==> config.mk <==
export PLATFORM = sky130hd
export DESIGN_NAME = control_entrada_flat
export DESIGN_NICKNAME = d
export VERILOG_FILES = /design/src/rtl/control_entrada_pkg.sv /design/src/rtl/control_entrada_if.sv /design/src/rtl/antirrebote.sv /design/src/rtl/control_entrada.sv /design/src/flat_wrapper.sv
export SDC_FILE = /design/constraint.sdc
export NUM_CORES = 1
export LEC_CHECK = 0
export BUFFER_PORTS_ARGS = -buffer_cell sky130_fd_sc_hd__buf_2
export CORE_ASPECT_RATIO = 2
export CORE_MARGIN = 2
export CORE_UTILIZATION = 42
export CTS_BUF_LIST = sky130_fd_sc_hd__clkbuf_8 sky130_fd_sc_hd__clkbuf_16
export CTS_CLUSTER_SIZE = 10
export DETAILED_ROUTE_END_ITERATION = 16
export GPL_TIMING_DRIVEN = 0
export PLACE_DENSITY = 0.62
export SLEW_MARGIN = 20
export SYNTH_ARGS = -nofsm -noshare
export SYNTH_HDL_FRONTEND = slang
export SYNTH_SLANG_ARGS = --single-unit
==> constraint.sdc <==
create_clock -name clk -period 1 [get_ports clk]
set_input_delay 0.1 -clock clk [delete_from_list [all_inputs] [get_ports clk]]
set_output_delay 0.1 -clock clk [all_outputs]
set_load 0.005 [all_outputs]
==> src/rtl/control_entrada_pkg.sv <==
// control_entrada_pkg: shared state encoding and default sizing for the
// operator-input front end (control_entrada and antirrebote).
package control_entrada_pkg;

    localparam int unsigned DefDebounceCnt = 250000;
    localparam int unsigned DefCntW        = 18;
    localparam int unsigned EstadoW        = 3;

    typedef enum logic [EstadoW-1:0] {
        StIdle   = 3'd0,
        StCampoT = 3'd1,
        StCampoP = 3'd2,
        StCampoB = 3'd3,
        StFin    = 3'd4
    } estado_e;

endpackage

==> src/rtl/control_entrada_if.sv <==
// control_entrada_if: strobes, captured data and state seen by the
// programming FSM / register pair downstream of control_entrada.
interface control_entrada_if;
    import control_entrada_pkg::*;

    logic               iniciar;
    logic               terminar;
    logic               validat;
    logic               validap;
    logic               validab;
    logic [4:0]         dd;
    logic               d;
    logic               d1;
    logic [EstadoW-1:0] estado;

    modport master (
        output iniciar, terminar, validat, validap, validab, dd, d, d1, estado
    );

    modport slave (
        input iniciar, terminar, validat, validap, validab, dd, d, d1, estado
    );

endinterface

==> src/rtl/antirrebote.sv <==
// antirrebote: 2-flop synchronizer, optional debounce counter and rising-edge
// pulse for one raw push-button.
// Build option: CONTROL_ENTRADA_DEBOUNCE_EN enables the debounce counter;
// without it the synced level is taken as the accepted level.
module antirrebote
    import control_entrada_pkg::*;
#(
    parameter int unsigned DEBOUNCE_CNT = DefDebounceCnt,
    parameter int unsigned CNT_W        = DefCntW
) (
    input  logic clk,
    input  logic reset,
    input  logic boton,
    output logic pulso
);

    logic [1:0] sync_q;
    logic       nivel;
    logic       nivel_prev_q;
    logic       pulso_q;

    // Bring the asynchronous button into the clk domain
    always_ff @(posedge clk) begin
        if (reset) begin
            sync_q <= '0;
        end else begin
            sync_q <= {sync_q[0], boton};
        end
    end

`ifdef CONTROL_ENTRADA_DEBOUNCE_EN
    logic [CNT_W-1:0] cnt_q, cnt_d;
    logic             estable_q, estable_d;

    // Count consecutive cycles of disagreement; flip the accepted level on the last one
    always_comb begin
        cnt_d     = '0;
        estable_d = estable_q;
        if (sync_q[1] != estable_q) begin
            if (cnt_q == CNT_W'(DEBOUNCE_CNT - 1)) begin
                estable_d = sync_q[1];
            end else begin
                cnt_d = cnt_q + 1'b1;
            end
        end
    end

    // Debounce counter and accepted level registers
    always_ff @(posedge clk) begin
        if (reset) begin
            cnt_q     <= '0;
            estable_q <= 1'b0;
        end else begin
            cnt_q     <= cnt_d;
            estable_q <= estable_d;
        end
    end

    assign nivel = estable_q;
`else
    logic unused_cfg;
    assign unused_cfg = ^{DEBOUNCE_CNT, CNT_W};
    assign nivel      = sync_q[1];
`endif

    // Registered one-cycle pulse on each accepted rising level
    always_ff @(posedge clk) begin
        if (reset) begin
            nivel_prev_q <= 1'b0;
            pulso_q      <= 1'b0;
        end else begin
            nivel_prev_q <= nivel;
            pulso_q      <= nivel & ~nivel_prev_q;
        end
    end

    assign pulso = pulso_q;

endmodule

==> src/rtl/control_entrada.sv <==
// control_entrada: conditions the three buttons and the data switches and
// enforces the entry order t -> p -> b, emitting registered one-cycle strobes.
// Build option: CONTROL_ENTRADA_DEBOUNCE_EN (passed down to antirrebote).
module control_entrada
    import control_entrada_pkg::*;
#(
    parameter int unsigned DEBOUNCE_CNT = DefDebounceCnt,
    parameter int unsigned CNT_W        = DefCntW
) (
    input  logic                     clk,
    input  logic                     reset,
    input  logic                     btn_iniciar,
    input  logic                     btn_ok,
    input  logic                     btn_terminar,
    input  logic [4:0]               sw_dato,
    input  logic                     sw_d,
    input  logic                     sw_d1,
    control_entrada_if.master        ctrl
);

    logic p_iniciar, p_ok, p_terminar;

    antirrebote #(.DEBOUNCE_CNT(DEBOUNCE_CNT), .CNT_W(CNT_W)) u_ab_iniciar (
        .clk   (clk),
        .reset (reset),
        .boton (btn_iniciar),
        .pulso (p_iniciar)
    );

    antirrebote #(.DEBOUNCE_CNT(DEBOUNCE_CNT), .CNT_W(CNT_W)) u_ab_ok (
        .clk   (clk),
        .reset (reset),
        .boton (btn_ok),
        .pulso (p_ok)
    );

    antirrebote #(.DEBOUNCE_CNT(DEBOUNCE_CNT), .CNT_W(CNT_W)) u_ab_terminar (
        .clk   (clk),
        .reset (reset),
        .boton (btn_terminar),
        .pulso (p_terminar)
    );

    // Switch bus packed as {dato[4:0], d, d1}
    logic [6:0] sw_s1_q, sw_s2_q;

    // Two-stage synchronizer for the switches; capture uses the second stage
    always_ff @(posedge clk) begin
        if (reset) begin
            sw_s1_q <= '0;
            sw_s2_q <= '0;
        end else begin
            sw_s1_q <= {sw_dato, sw_d, sw_d1};
            sw_s2_q <= sw_s1_q;
        end
    end

    estado_e    estado_q, estado_d;
    logic       iniciar_q, iniciar_d;
    logic       terminar_q, terminar_d;
    logic       validat_q, validat_d;
    logic       validap_q, validap_d;
    logic       validab_q, validab_d;
    logic [4:0] dd_q, dd_d;
    logic       d_q, d_d;
    logic       d1_q, d1_d;

    // Next state, strobes and captures; terminar outranks iniciar outranks ok
    always_comb begin
        estado_d   = estado_q;
        iniciar_d  = 1'b0;
        terminar_d = 1'b0;
        validat_d  = 1'b0;
        validap_d  = 1'b0;
        validab_d  = 1'b0;
        dd_d       = dd_q;
        d_d        = d_q;
        d1_d       = d1_q;
        if (estado_q == StIdle) begin
            if (p_iniciar) begin
                iniciar_d = 1'b1;
                estado_d  = StCampoT;
            end
        end else if (p_terminar) begin
            // Abort or normal end: captured data is kept
            terminar_d = 1'b1;
            estado_d   = StIdle;
        end else if (p_ok) begin
            case (estado_q)
                StCampoT: begin
                    dd_d      = sw_s2_q[6:2];
                    validat_d = 1'b1;
                    estado_d  = StCampoP;
                end
                StCampoP: begin
                    d_d       = sw_s2_q[1];
                    validap_d = 1'b1;
                    estado_d  = StCampoB;
                end
                StCampoB: begin
                    d1_d      = sw_s2_q[0];
                    validab_d = 1'b1;
                    estado_d  = StFin;
                end
                default: ;
            endcase
        end
    end

    // State, strobe and data registers
    always_ff @(posedge clk) begin
        if (reset) begin
            estado_q   <= StIdle;
            iniciar_q  <= 1'b0;
            terminar_q <= 1'b0;
            validat_q  <= 1'b0;
            validap_q  <= 1'b0;
            validab_q  <= 1'b0;
            dd_q       <= '0;
            d_q        <= 1'b0;
            d1_q       <= 1'b0;
        end else begin
            estado_q   <= estado_d;
            iniciar_q  <= iniciar_d;
            terminar_q <= terminar_d;
            validat_q  <= validat_d;
            validap_q  <= validap_d;
            validab_q  <= validab_d;
            dd_q       <= dd_d;
            d_q        <= d_d;
            d1_q       <= d1_d;
        end
    end

    assign ctrl.iniciar  = iniciar_q;
    assign ctrl.terminar = terminar_q;
    assign ctrl.validat  = validat_q;
    assign ctrl.validap  = validap_q;
    assign ctrl.validab  = validab_q;
    assign ctrl.dd       = dd_q;
    assign ctrl.d        = d_q;
    assign ctrl.d1       = d1_q;
    assign ctrl.estado   = estado_q;

endmodule

==> src/flat_wrapper.sv <==
// flat-port wrapper written by rule: the top's interface ports become plain ports
module control_entrada_flat import control_entrada_pkg::*;
#(
    parameter int unsigned DEBOUNCE_CNT = DefDebounceCnt,
    parameter int unsigned CNT_W        = DefCntW
)
  (clk, reset, btn_iniciar, btn_ok, btn_terminar, sw_dato, sw_d, sw_d1, ctrl_iniciar, ctrl_terminar, ctrl_validat, ctrl_validap, ctrl_validab, ctrl_dd, ctrl_d, ctrl_d1, ctrl_estado);
  control_entrada_if ctrl_i ();
  input  logic clk;
  input  logic reset;
  input  logic btn_iniciar;
  input  logic btn_ok;
  input  logic btn_terminar;
  input  logic [4:0] sw_dato;
  input  logic sw_d;
  input  logic sw_d1;
  output wire logic [$bits(ctrl_i.iniciar)-1:0] ctrl_iniciar;
  output wire logic [$bits(ctrl_i.terminar)-1:0] ctrl_terminar;
  output wire logic [$bits(ctrl_i.validat)-1:0] ctrl_validat;
  output wire logic [$bits(ctrl_i.validap)-1:0] ctrl_validap;
  output wire logic [$bits(ctrl_i.validab)-1:0] ctrl_validab;
  output wire logic [$bits(ctrl_i.dd)-1:0] ctrl_dd;
  output wire logic [$bits(ctrl_i.d)-1:0] ctrl_d;
  output wire logic [$bits(ctrl_i.d1)-1:0] ctrl_d1;
  output wire logic [$bits(ctrl_i.estado)-1:0] ctrl_estado;
  assign ctrl_iniciar = ctrl_i.iniciar;
  assign ctrl_terminar = ctrl_i.terminar;
  assign ctrl_validat = ctrl_i.validat;
  assign ctrl_validap = ctrl_i.validap;
  assign ctrl_validab = ctrl_i.validab;
  assign ctrl_dd = ctrl_i.dd;
  assign ctrl_d = ctrl_i.d;
  assign ctrl_d1 = ctrl_i.d1;
  assign ctrl_estado = ctrl_i.estado;
  control_entrada #(.DEBOUNCE_CNT(DEBOUNCE_CNT), .CNT_W(CNT_W)) u_core (.clk(clk), .reset(reset), .btn_iniciar(btn_iniciar), .btn_ok(btn_ok), .btn_terminar(btn_terminar), .sw_dato(sw_dato), .sw_d(sw_d), .sw_d1(sw_d1), .ctrl(ctrl_i));
endmodule
==> flow_summary.yaml, run 1 <==
yosys:
  synth_flop_cell: "dfxtp_1"
  ys_ff_latch: 41
  syn_nets: 130
  synth.avg_cell_area_um2: 10.8
  ys_seq_area_frac: 0.641
  yosys_warnings: 0
  syn-instance-count: 118
  synth.distinct_cells: 23
  synth_edf_count: 0
  synth_area_mm2: 0.00128
  async_flop_share: 0
place:
  dpl_worst_slack_ns: -0.172
  routabilityCongestion: 0.690
  hpwl_um: 1430
  dp.cells: 173
  io_buffers: 25
run_status:
  violations: "negative setup slack"
  status: "complete, but fails checks"
timing:
  setup_viol: 13
  slew_viol_final: 0
  finalCritPeriodShare: 1.17
  fmax_mhz: 855
  finalHoldViolCount: 0
  clock-skew-final_ns: 0.0106
  rsz0062_at_grt: "true"
  setup_tns_ns: -1.55
  timing.final.crit_period_ns: 1.17
  max-slew-margin-rel: 0.645
  worst_slack_ns: -0.169
  tightest_slew_ns: 0.533
floorplan:
  die_w_um: 43.0
  initial_core_util: 0.435
  die-height_um: 82.1
  num_rows: 28
  die_area_mm2: 0.00353
  core_area_mm2: 0.00294
  io_pins: 27
global_route:
  grt_max_degree: 13
  grt_pass1_vias: 900
  track_usage: 0.144
  grt_overflow: 0
  grt_pass1_wl_um: 3550
  antenna_found_initial: 0
route:
  drc: 0
  firstDrtPassIters: 4
  wire_per_inst_um: 12.4
  wirelength_um: 2310
  drtAntennaViolNets: 0
  viasPerCell: 4.89
  drt_iter0_drc: 12
  dr_total_vias: 910
setup_path:
  start_kind: "flip-flop"
  path_delay_family: "simple AND/OR/NAND/NOR gates"
  crit_chain: "nor3b_4, buf_6, nand2_8, nand2_1, a21oi_1"
  crit_required_ns: 1.16
  critical-path-max-stage-delay_ns: 0.36
  slowest_stage: "dfxtp_4"
  crit_arrival_ns: 1.33
  cp_max_fo: 6
  endpoint_kind: "flip-flop"
  path_class: "reg2reg"
  crit_buf_inv: 1
clock_network:
  clk_latency_ns: 0.30
  cts_tree: "yes"
  cts_made_buffers: 5
  cts-root-buf: "clkbuf_8"
  clk_pin_slew_ns: 0.08
  cts.sinks: 41
  cts_hold_buf: 0
  cts_htree_levels: 2
  clockBufferDepth: 2
pwr:
  ir_drop_uv: 1070
  power_mw: 2.87
  power_frac_comb: 0.055
  pwr-share-clk: 0.355
  seq_power_share: 0.590
  swShare: 0.222
  internal_power_mw: 2.23
  p_leak_nw: 0.714
  power_switching_mw: 0.636
  powerDensity_mw_per_mm2: 1700
final_layout:
  final_cells: 186
  diodes: 0
  fin_nets: 167
  area_growth_pct: 31.5
  drive_above_1_share: 0.391
flow_run:
  maxCapViolCount: 0
worst_hold_path:
  hp-class: "in2reg"
==> cells in the mapped netlist, types with 2 or more instances <==
| cell type | instances | area, um2 |
|---|---|---|
| a21oi_1 | 7 | 35.0 |
| mux2i_1 | 3 | 30.0 |
| clkbuf_1 | 2 | 7.51 |
| nor3_1 | 2 | 10.0 |
| and2b_1 | 2 | 15.0 |
| nand2_1 | 8 | 30.0 |
| nor2b_1 | 26 | 163 |
| buf_2 | 2 | 10.0 |
| buf_1 | 2 | 7.51 |
| nor3b_1 | 2 | 15.0 |
| nand3_1 | 7 | 35.0 |
| dfxtp_1 | 41 | 821 |
| nor2_1 | 4 | 15.0 |
==> per-stage QoR <==
stage	util	area, um2	hold slack (ns)
after floorplan	-	1300	0.228
after global placement	0.497	1460	0.307
final	0.572	1680	0.0135
after global routing	0.572	1680	0.0115
after CTS	0.551	1620	0.00667
after detailed placement	0.497	1460	0.313
==> power groups by stage <==
| stage | combinational, mW | clock [mW] | sequential (mW) |
|---|---|---|---|
| after global placement | 0.124 | 0 | 1.73 |
| after floorplan | 0.0886 | 0 | 1.73 |
| final | 0.157 | 1.02 | 1.69 |
| after global routing | 0.173 | 1.11 | 1.70 |
| after detailed placement | 0.129 | 0 | 1.73 |
| after CTS | 0.141 | 1.05 | 1.69 |
==> cells in the final DEF (no fill, tap or decap) <==
cell type / count
dfxtp_2: 2
o21a_1: 1
buf_2: 25
clkbuf_8: 5
a21oi_2: 2
nand3_1: 5
mux2i_1: 3
o31a_1: 1
and3b_1: 1
a21oi_1: 5
a31oi_1: 1
inv_1: 1
nor2b_4: 1
nor3b_1: 1
nand2_2: 5
nor3_1: 1
nor2b_1: 26
dfxtp_1: 36
nor2_1: 4
and4b_1: 1
clkbuf_1: 2
clkinv_2: 2
o22a_1: 1
nand3_2: 2
dfxtp_4: 3
nand2_1: 3
buf_12: 1
buf_1: 2
nor3_4: 1
nand2_8: 1
and2b_2: 2
buf_4: 2
nor3b_4: 1
nor3_2: 1
buf_6: 5
==> cells by family after synthesis <==
kind of cell | after synthesis | share of synthesized area
compound gates | 11 | 0.0518
mux | 3 | 0.0235
buf+inv | 7 | 0.0284
flops | 41 | 0.641
simple gates | 56 | 0.255
==> timing repair <==
| item | in CTS | in global routing |
|---|---|---|
| pin swaps | 15 | 4 |
| gates resized for setup | 17 | 9 |
| setup buffers | 3 | 1 |
| gates cloned | 1 | 0 |
| endpoints found under the setup margin | 12 | 15 |
==> worst reg2reg max path, cell delays in order (launching register included) <==
cell and delay, ns:
dfxtp_4 0.36, nor3b_4 0.29, buf_6 0.19, nand2_8 0.07
nand2_1 0.07, a21oi_1 0.06
==> path summary, 6_finish.rpt <==
kind / depth (start not counted) / start / slack [ns] / to
max: 5 / u_core.ctrl.estado[2]$_SDFFE_PP0P_ / -0.17 / u_core.ctrl.dd[1]$_SDFFE_PP0P_
min: 2 / sw_dato[3] / 0.01 / u_core.sw_s1_q[5]$_SDFF_PP0_
max reg2reg: 5 / u_core.ctrl.estado[2]$_SDFFE_PP0P_ / -0.17 / u_core.ctrl.dd[1]$_SDFFE_PP0P_
min reg2reg: 1 / u_core.u_ab_ok.nivel_prev_q$_SDFF_PP0_ / 0.37 / u_core.u_ab_ok.pulso$_SDFF_PP0_
==> routing by layer <==
metal | wire, um | global-route usage | vias up
met2 | 1340 | 0.276 | 28
met5 | 0 | 0 | -
met4 | 65 | 0.121 | 0
li1 | - | - | 453
met3 | 137 | 0.0505 | 6
met1 | 769 | 0.105 | 423
==> sequential cells by signal (all words and copies together), names as in the netlist, 2 cells and up <==
register and count:
u_core.u_ab_terminar.sync_q 2, u_core.ctrl.estado 3, u_core.u_ab_iniciar.sync_q 2, u_core.u_ab_ok.sync_q 2, u_core.ctrl.dd 5, u_core.sw_s1_q 7
u_core.sw_s2_q 7
==> final cells by class <==
type                       instances  area (um2)
clock inverter                     3        13.8
fill                             284        1260
buffer                             7        48.8
clock buffer                       5        68.8
tap                               30        37.5
timing repair buffer              30         183
multi-input combinational         70         497
sequential                        41         835
Note: power is estimated with default switching activity, not from simulation.
==> run 2: changes to the inputs <==
- SYNTH_HIERARCHICAL: unset -> 1
==> run 2 against run 1 <==
  * The run still ends with negative setup slack left
  * Flip-flop and latch count did not move
  * Combinational power down 8%
  * Clock-buffer cell count increased by 1
  * Core utilization increased by 4.3 points
  * Final area grew 14%
  * Sequential power barely moved
  * Critical path depth fell by 1
==> flow_summary.yaml, run 2 <==
clock_network:
  clk_pin_slew_ns: 0.08
  cts.sinks: 41
  cts-root-buf: "clkbuf_8"
  clk_latency_ns: 0.29
  cts_htree_levels: 2
  cts_made_buffers: 5
  clockBufferDepth: 2
  cts_tree: "yes"
setup_path:
  slowest_stage: "or4b_4"
  endpoint_kind: "flip-flop"
  r2r_end: "u_core/ctrl.d$_SDFFE_PP0P_"
  crit_chain: "buf_6, buf_6, or4b_4, a21oi_2"
  path_delay_family: "simple AND/OR/NAND/NOR gates"
  r2r-start: "u_core/ctrl.estado[0]$_SDFFE_PP0P_"
  timing.reg2reg.setup_slack_ns: -0.21
  crit_required_ns: 1.23
  crit_buf_inv: 2
  crit_arrival_ns: 1.44
  critical-path-max-stage-delay_ns: 0.48
  reg2reg_depth: 4
  cp_max_fo: 3
  start_kind: "flip-flop"
  path_class: "reg2reg"
  crit_top_cell: "buf_6"
timing:
  slew_viol_final: 0
  worst_slack_ns: -0.214
  rsz0062_at_grt: "true"
  setup_tns_ns: -1.48
  finalCritPeriodShare: 1.21
  finalHoldViolCount: 0
  clock-skew-final_ns: 0.00615
  fmax_mhz: 824
  setup_viol: 11
  timing.final.crit_period_ns: 1.21
  max-slew-margin-rel: 0.729
  tightest_slew_ns: 0.407
floorplan:
  die-height_um: 84.3
  core_area_mm2: 0.00312
  num_rows: 29
  io_pins: 27
  die_area_mm2: 0.00372
  die_w_um: 44.1
  initial_core_util: 0.433
yosys:
  yosysMostFrequentCell: "dfxtp_1"
  syn_nets: 126
  yosys_warnings: 6
  synth_flop_cell: "dfxtp_1"
  synth_area_mm2: 0.00135
  synth_common_cells: "41 x dfxtp_1, 25 x nor2b_1, 13 x nand2b_1, 5 x mux2i_1"
  synth_area_leaders: "dfxtp_1 61%, nor2b_1 12%, nand2b_1 6.0%"
  ys_seq_area_frac: 0.607
  synth_top_area_frac: 0.607
  synth.distinct_cells: 23
  ys_ff_latch: 41
  synth_edf_count: 0
  async_flop_share: 0
  yosysTopAreaCell: "dfxtp_1"
  syn-instance-count: 114
  synth.avg_cell_area_um2: 11.9
final_layout:
  diodes: 0
  num-fill-cells: 266
  area_growth_pct: 41.8
  utilization: 0.615
  final_cell_mix: "36 x dfxtp_1, 25 x nor2b_1, 24 x buf_2, 14 x buf_6, 12 x nand2b_1"
  drive_above_1_share: 0.463
  final_common_cell: "dfxtp_1"
  fin_nets: 175
worst_hold_path:
  hp-class: "in2reg"
  worstHoldEndpoint: "u_core/sw_s1_q[3]$_SDFF_PP0_"
  holdCritStartpoint: "sw_dato[1]"
  hold_depth: 2
place:
  hpwl_um: 1440
  io_buffers: 26
  routabilityCongestion: 0.777
route:
  drtAntennaViolNets: 0
  firstDrtPassIters: 4
  viasPerCell: 4.68
  dr_total_vias: 912
  drt_iter0_drc: 5
  drc: 0
  wire_per_inst_um: 12.4
  wirelength_um: 2420
pwr:
  ir_drop_uv: 1940
  p_leak_nw: 0.809
  powerDensity_mw_per_mm2: 1660
global_route:
  track_usage: 0.144
  grt_max_degree: 21
  grt_pass1_wl_um: 3950
  antenna_found_initial: 0
  grt_pass1_vias: 899
  grt_overflow: 0
run_status:
  status: "complete, but fails checks"
  violations: "negative setup slack"
flow_run:
  maxCapViolCount: 0
==> run 2: changes by cell type after synthesis, moves of 2 or more <==
cell,delta
a21oi_1,-4
and2b_1,-2
buf_1,-2
mux2i_1,+2
nand2_1,-8
nand2b_1,+13
nand3_1,-7
nand3b_1,+2
nor2_1,-4
nor3b_2,+3
nor4_1,+2
==> run 2: final cells by class <==
class                           count  area [um2]  share of cell area
Clock inverter                      2        37.5              0.0196
Multi-Input combinational cell     67         586               0.305
Timing Repair Buffer               43         312               0.162
Tap cell                           31        38.8              0.0202
Buffer                              4        23.8              0.0124
Inverter                            1        3.75             0.00196
Sequential cell                    41         835               0.435
Clock buffer                        6        82.6              0.0431
==> run 2: worst reg2reg max path, cell delays in order, from the launching register on <==
cell and delay (ns):
dfxtp_2 0.33, buf_6 0.12, buf_6 0.11, or4b_4 0.48
a21oi_2 0.12
==> run 2: worst max-delay path by stage <==
stage	startpoint	endpoint	slack, ns	cells past startpoint
final	u_core/ctrl.estado[0]$_SDFFE_PP0P_	u_core/ctrl.d$_SDFFE_PP0P_	-0.21	4
after CTS	u_core/ctrl.estado[2]$_SDFFE_PP0P_	u_core/ctrl.dd[0]$_SDFFE_PP0P_	-0.21	4
after global placement	u_core/ctrl.estado[2]$_SDFFE_PP0P_	u_core/ctrl.dd[0]$_SDFFE_PP0P_	-0.37	4
after global routing	u_core/ctrl.estado[1]$_SDFFE_PP0P_	u_core/ctrl.dd[0]$_SDFFE_PP0P_	-0.27	4
after detailed placement	u_core/ctrl.estado[2]$_SDFFE_PP0P_	u_core/ctrl.dd[0]$_SDFFE_PP0P_	-0.42	4
after floorplan	u_core/ctrl.estado[2]$_SDFFE_PP0P_	u_core/ctrl.dd[0]$_SDFFE_PP0P_	-0.26	4
==> run 2: metrics by stage <==
step | instance area, um2 | instances | total power [mW] | hold WS (ns) | setup WS, ns
3_3_place_gp | 1550 | 171 | 1.84 | 0.307 | -0.366
2_1_floorplan | 1380 | 114 | 1.79 | 0.163 | -0.261
5_1_grt | 1920 | 195 | 3.31 | 0.0181 | -0.268
3_5_place_dp | 1550 | 171 | 1.84 | 0.315 | -0.425
4_1_cts | 1820 | 193 | 3.21 | 0.0128 | -0.206
6_report | 1920 | 195 | 3.17 | 0.0220 | -0.214
==> run 2: cells by family (layout without fill, tap and decap cells) <==
group	count (synthesis)	count (layout)	synth area share
AND/OR/NAND/NOR	54	54	0.297
multiplexers	5	5	0.0370
AO/OA/AOI/OAI	7	7	0.0342
XOR/XNOR	1	1	0.00648
buffers and inverters	6	56	0.0185
flip-flops	41	41	0.607
==> run 2: layer usage <==
layer  global-route usage  wire [um]
met5                    0          0
met4               0.0964         82
met3               0.0387        110
met2                0.243       1310
met1                0.146        921
==> run 2: power breakdown <==
| group | total, mW | internal, mW | leakage, nW | switching (mW) |
|---|---|---|---|---|
| clock | 1.35 | 0.811 | 0.0574 | 0.535 |
| sequential | 1.68 | 1.67 | 0.338 | 0.0140 |
| combinational | 0.144 | 0.0786 | 0.413 | 0.0650 |
| total | 3.17 | 2.56 | 0.809 | 0.614 |
==> run 2: repair_timing <==
item / CTS / global route
pin swaps: 3 / 3
gates cloned: 0 / 0
hold buffers: 0 / 0
endpoints found under the setup margin: 10 / 16
buffers inserted: 15 / 2
resized for setup: 14 / 19
==> run 3: changes to the inputs <==
==> constraint.sdc (replaced) <==
create_clock -name clk -period 1 [get_ports clk]
set_input_delay 0.15 -clock clk [delete_from_list [all_inputs] [get_ports clk]]
set_output_delay 0.15 -clock clk [all_outputs]
set_load 0.005 [all_outputs]
==> run 3 against run 2 <==
  * The run still ends with negative setup slack left
  * Critical endpoint unchanged
  * Final area unchanged
  * Largest cell class unchanged
  * Sequential power about the same
  * Clock power about the same
  * Critical path depth unchanged
  * Clock-buffer cell count unchanged
  * Non-clock buffer count unchanged
  * Global-route usage unchanged
  * Combinational power about the same
  * Highest routed layer unchanged
  * Via count unchanged
==> flow_summary.yaml, run 3 (synthesis gave the netlist of run 2 again) <==
global_route:
  grt_overflow: 0
  grt_pass1_vias: 899
  antenna_found_initial: 0
  grt_pass1_wl_um: 3950
  grt_max_degree: 21
  track_usage: 0.144
clock_network:
  cts-root-buf: "clkbuf_8"
  cts_htree_levels: 2
  cts_hold_buf: 0
  cts.sinks: 41
  clk_pin_slew_ns: 0.08
  clockBufferDepth: 2
  cts_tree: "yes"
  clk_latency_ns: 0.29
  cts_made_buffers: 5
final_layout:
  final_cell_mix: "36 x dfxtp_1, 25 x nor2b_1, 24 x buf_2, 14 x buf_6, 12 x nand2b_1"
  drive_above_1_share: 0.463
  num-fill-cells: 266
  area_growth_pct: 41.8
  fin_nets: 175
  final_cells: 195
  diodes: 0
  utilization: 0.615
  final_common_cell: "dfxtp_1"
setup_path:
  cp_max_fo: 3
  path_class: "reg2reg"
  crit_required_ns: 1.23
  reg2reg_depth: 4
  endpoint_kind: "flip-flop"
  start_kind: "flip-flop"
  crit_arrival_ns: 1.44
timing:
  max-slew-margin-rel: 0.729
  hold-worst-slack_ns: 0.0720
  finalCritPeriodShare: 1.21
  tightest_slew_ns: 0.407
  worst_slack_ns: -0.214
  fmax_mhz: 824
  finalHoldViolCount: 0
  setup_viol: 13
  slew_viol_final: 0
  timing.final.crit_period_ns: 1.21
  rsz0062_at_grt: "true"
  clock-skew-final_ns: 0.00615
pwr:
  p_leak_nw: 0.809
  swShare: 0.194
  power_frac_comb: 0.045
  power_mw: 3.17
  seq_power_share: 0.531
  ir_drop_uv: 1940
  power_switching_mw: 0.614
  powerDensity_mw_per_mm2: 1660
  pwr-share-clk: 0.424
  internal_power_mw: 2.56
place:
  routabilityCongestion: 0.777
  io_buffers: 26
  hpwl_um: 1440
  dp.cells: 171
route:
  viasPerCell: 4.68
  drc: 0
  wirelength_um: 2420
  firstDrtPassIters: 4
  dr_total_vias: 912
  wire_per_inst_um: 12.4
  drt_iter0_drc: 5
  drtAntennaViolNets: 0
floorplan:
  die_area_mm2: 0.00372
  die-height_um: 84.3
  io_pins: 27
  initial_core_util: 0.433
  num_rows: 29
  die_w_um: 44.1
  core_area_mm2: 0.00312
run_status:
  status: "complete, but fails checks"
  violations: "negative setup slack"
worst_hold_path:
  hold_depth: 2
  hp-class: "in2reg"
flow_run:
  maxCapViolCount: 0
## run 3: cell counts in the layout (fill, tap and decap cells not counted)
Identical to the previous run, type by type.
## run 3: path summary, 6_finish.rpt
| kind | startpoint | to | slack (ns) |
|---|---|---|---|
| worst min register to register | u_core/u_ab_terminar/nivel_prev_q$_SDFF_PP0_ | u_core/u_ab_terminar/pulso$_SDFF_PP0_ | 0.39 |
| worst max-delay path | u_core/ctrl.estado[0]$_SDFFE_PP0P_ | u_core/ctrl.d$_SDFFE_PP0P_ | -0.21 |
| worst min-delay path | sw_dato[1] | u_core/sw_s1_q[3]$_SDFF_PP0_ | 0.07 |
| worst max register to register | u_core/ctrl.estado[0]$_SDFFE_PP0P_ | u_core/ctrl.d$_SDFFE_PP0P_ | -0.21 |
## run 3: power groups by stage
| stage | Combinational (mW) | Clock (mW) | Sequential (mW) |
|---|---|---|---|
| floorplan | 0.0693 | 0 | 1.73 |
| global placement | 0.110 | 0 | 1.73 |
| detailed placement | 0.114 | 0 | 1.73 |
| CTS | 0.132 | 1.39 | 1.68 |
| global route | 0.160 | 1.46 | 1.69 |
| finish | 0.144 | 1.35 | 1.68 |
## run 3: through the flow
| step | setup WS [ns] | TNS (ns) | cell area, um2 |
|---|---|---|---|
| after floorplan | -0.261 | -1.70 | 1380 |
| after global placement | -0.366 | -4.11 | 1550 |
| after detailed placement | -0.425 | -5.11 | 1550 |
| after CTS | -0.206 | -1.70 | 1820 |
| after global routing | -0.268 | -2.37 | 1920 |
| final | -0.214 | -1.53 | 1920 |
## run 3: layout make-up
class / count / area (um2) / share of cell area
buffer: 4 / 23.8 / 0.0124
clock buffer: 6 / 82.6 / 0.0431
clock inverter: 2 / 37.5 / 0.0196
inverter: 1 / 3.75 / 0.00196
multi-input combinational: 67 / 586 / 0.305
sequential: 41 / 835 / 0.435
tap: 31 / 38.8 / 0.0202
timing repair buffer: 43 / 312 / 0.162
## run 3: routing by layer
layer,global-route usage,routed length [um],vias to the layer above
met5,0,0,-
met4,0.0964,82,0
met3,0.0387,110,8
met2,0.243,1310,25
met1,0.146,921,407
li1,-,-,472
## run 3: what timing repair did
action,4_1_cts,5_1_grt
gates resized for setup,14,19
setup buffers,15,2
pin swaps,3,3
endpoints found under the setup margin,11,16
cloned,0,0
## run 3: critical path, stage by stage, from the launching register on
cell and delay [ns]:
dfxtp_2 0.33, buf_6 0.12, buf_6 0.11, or4b_4 0.48, a21oi_2 0.12
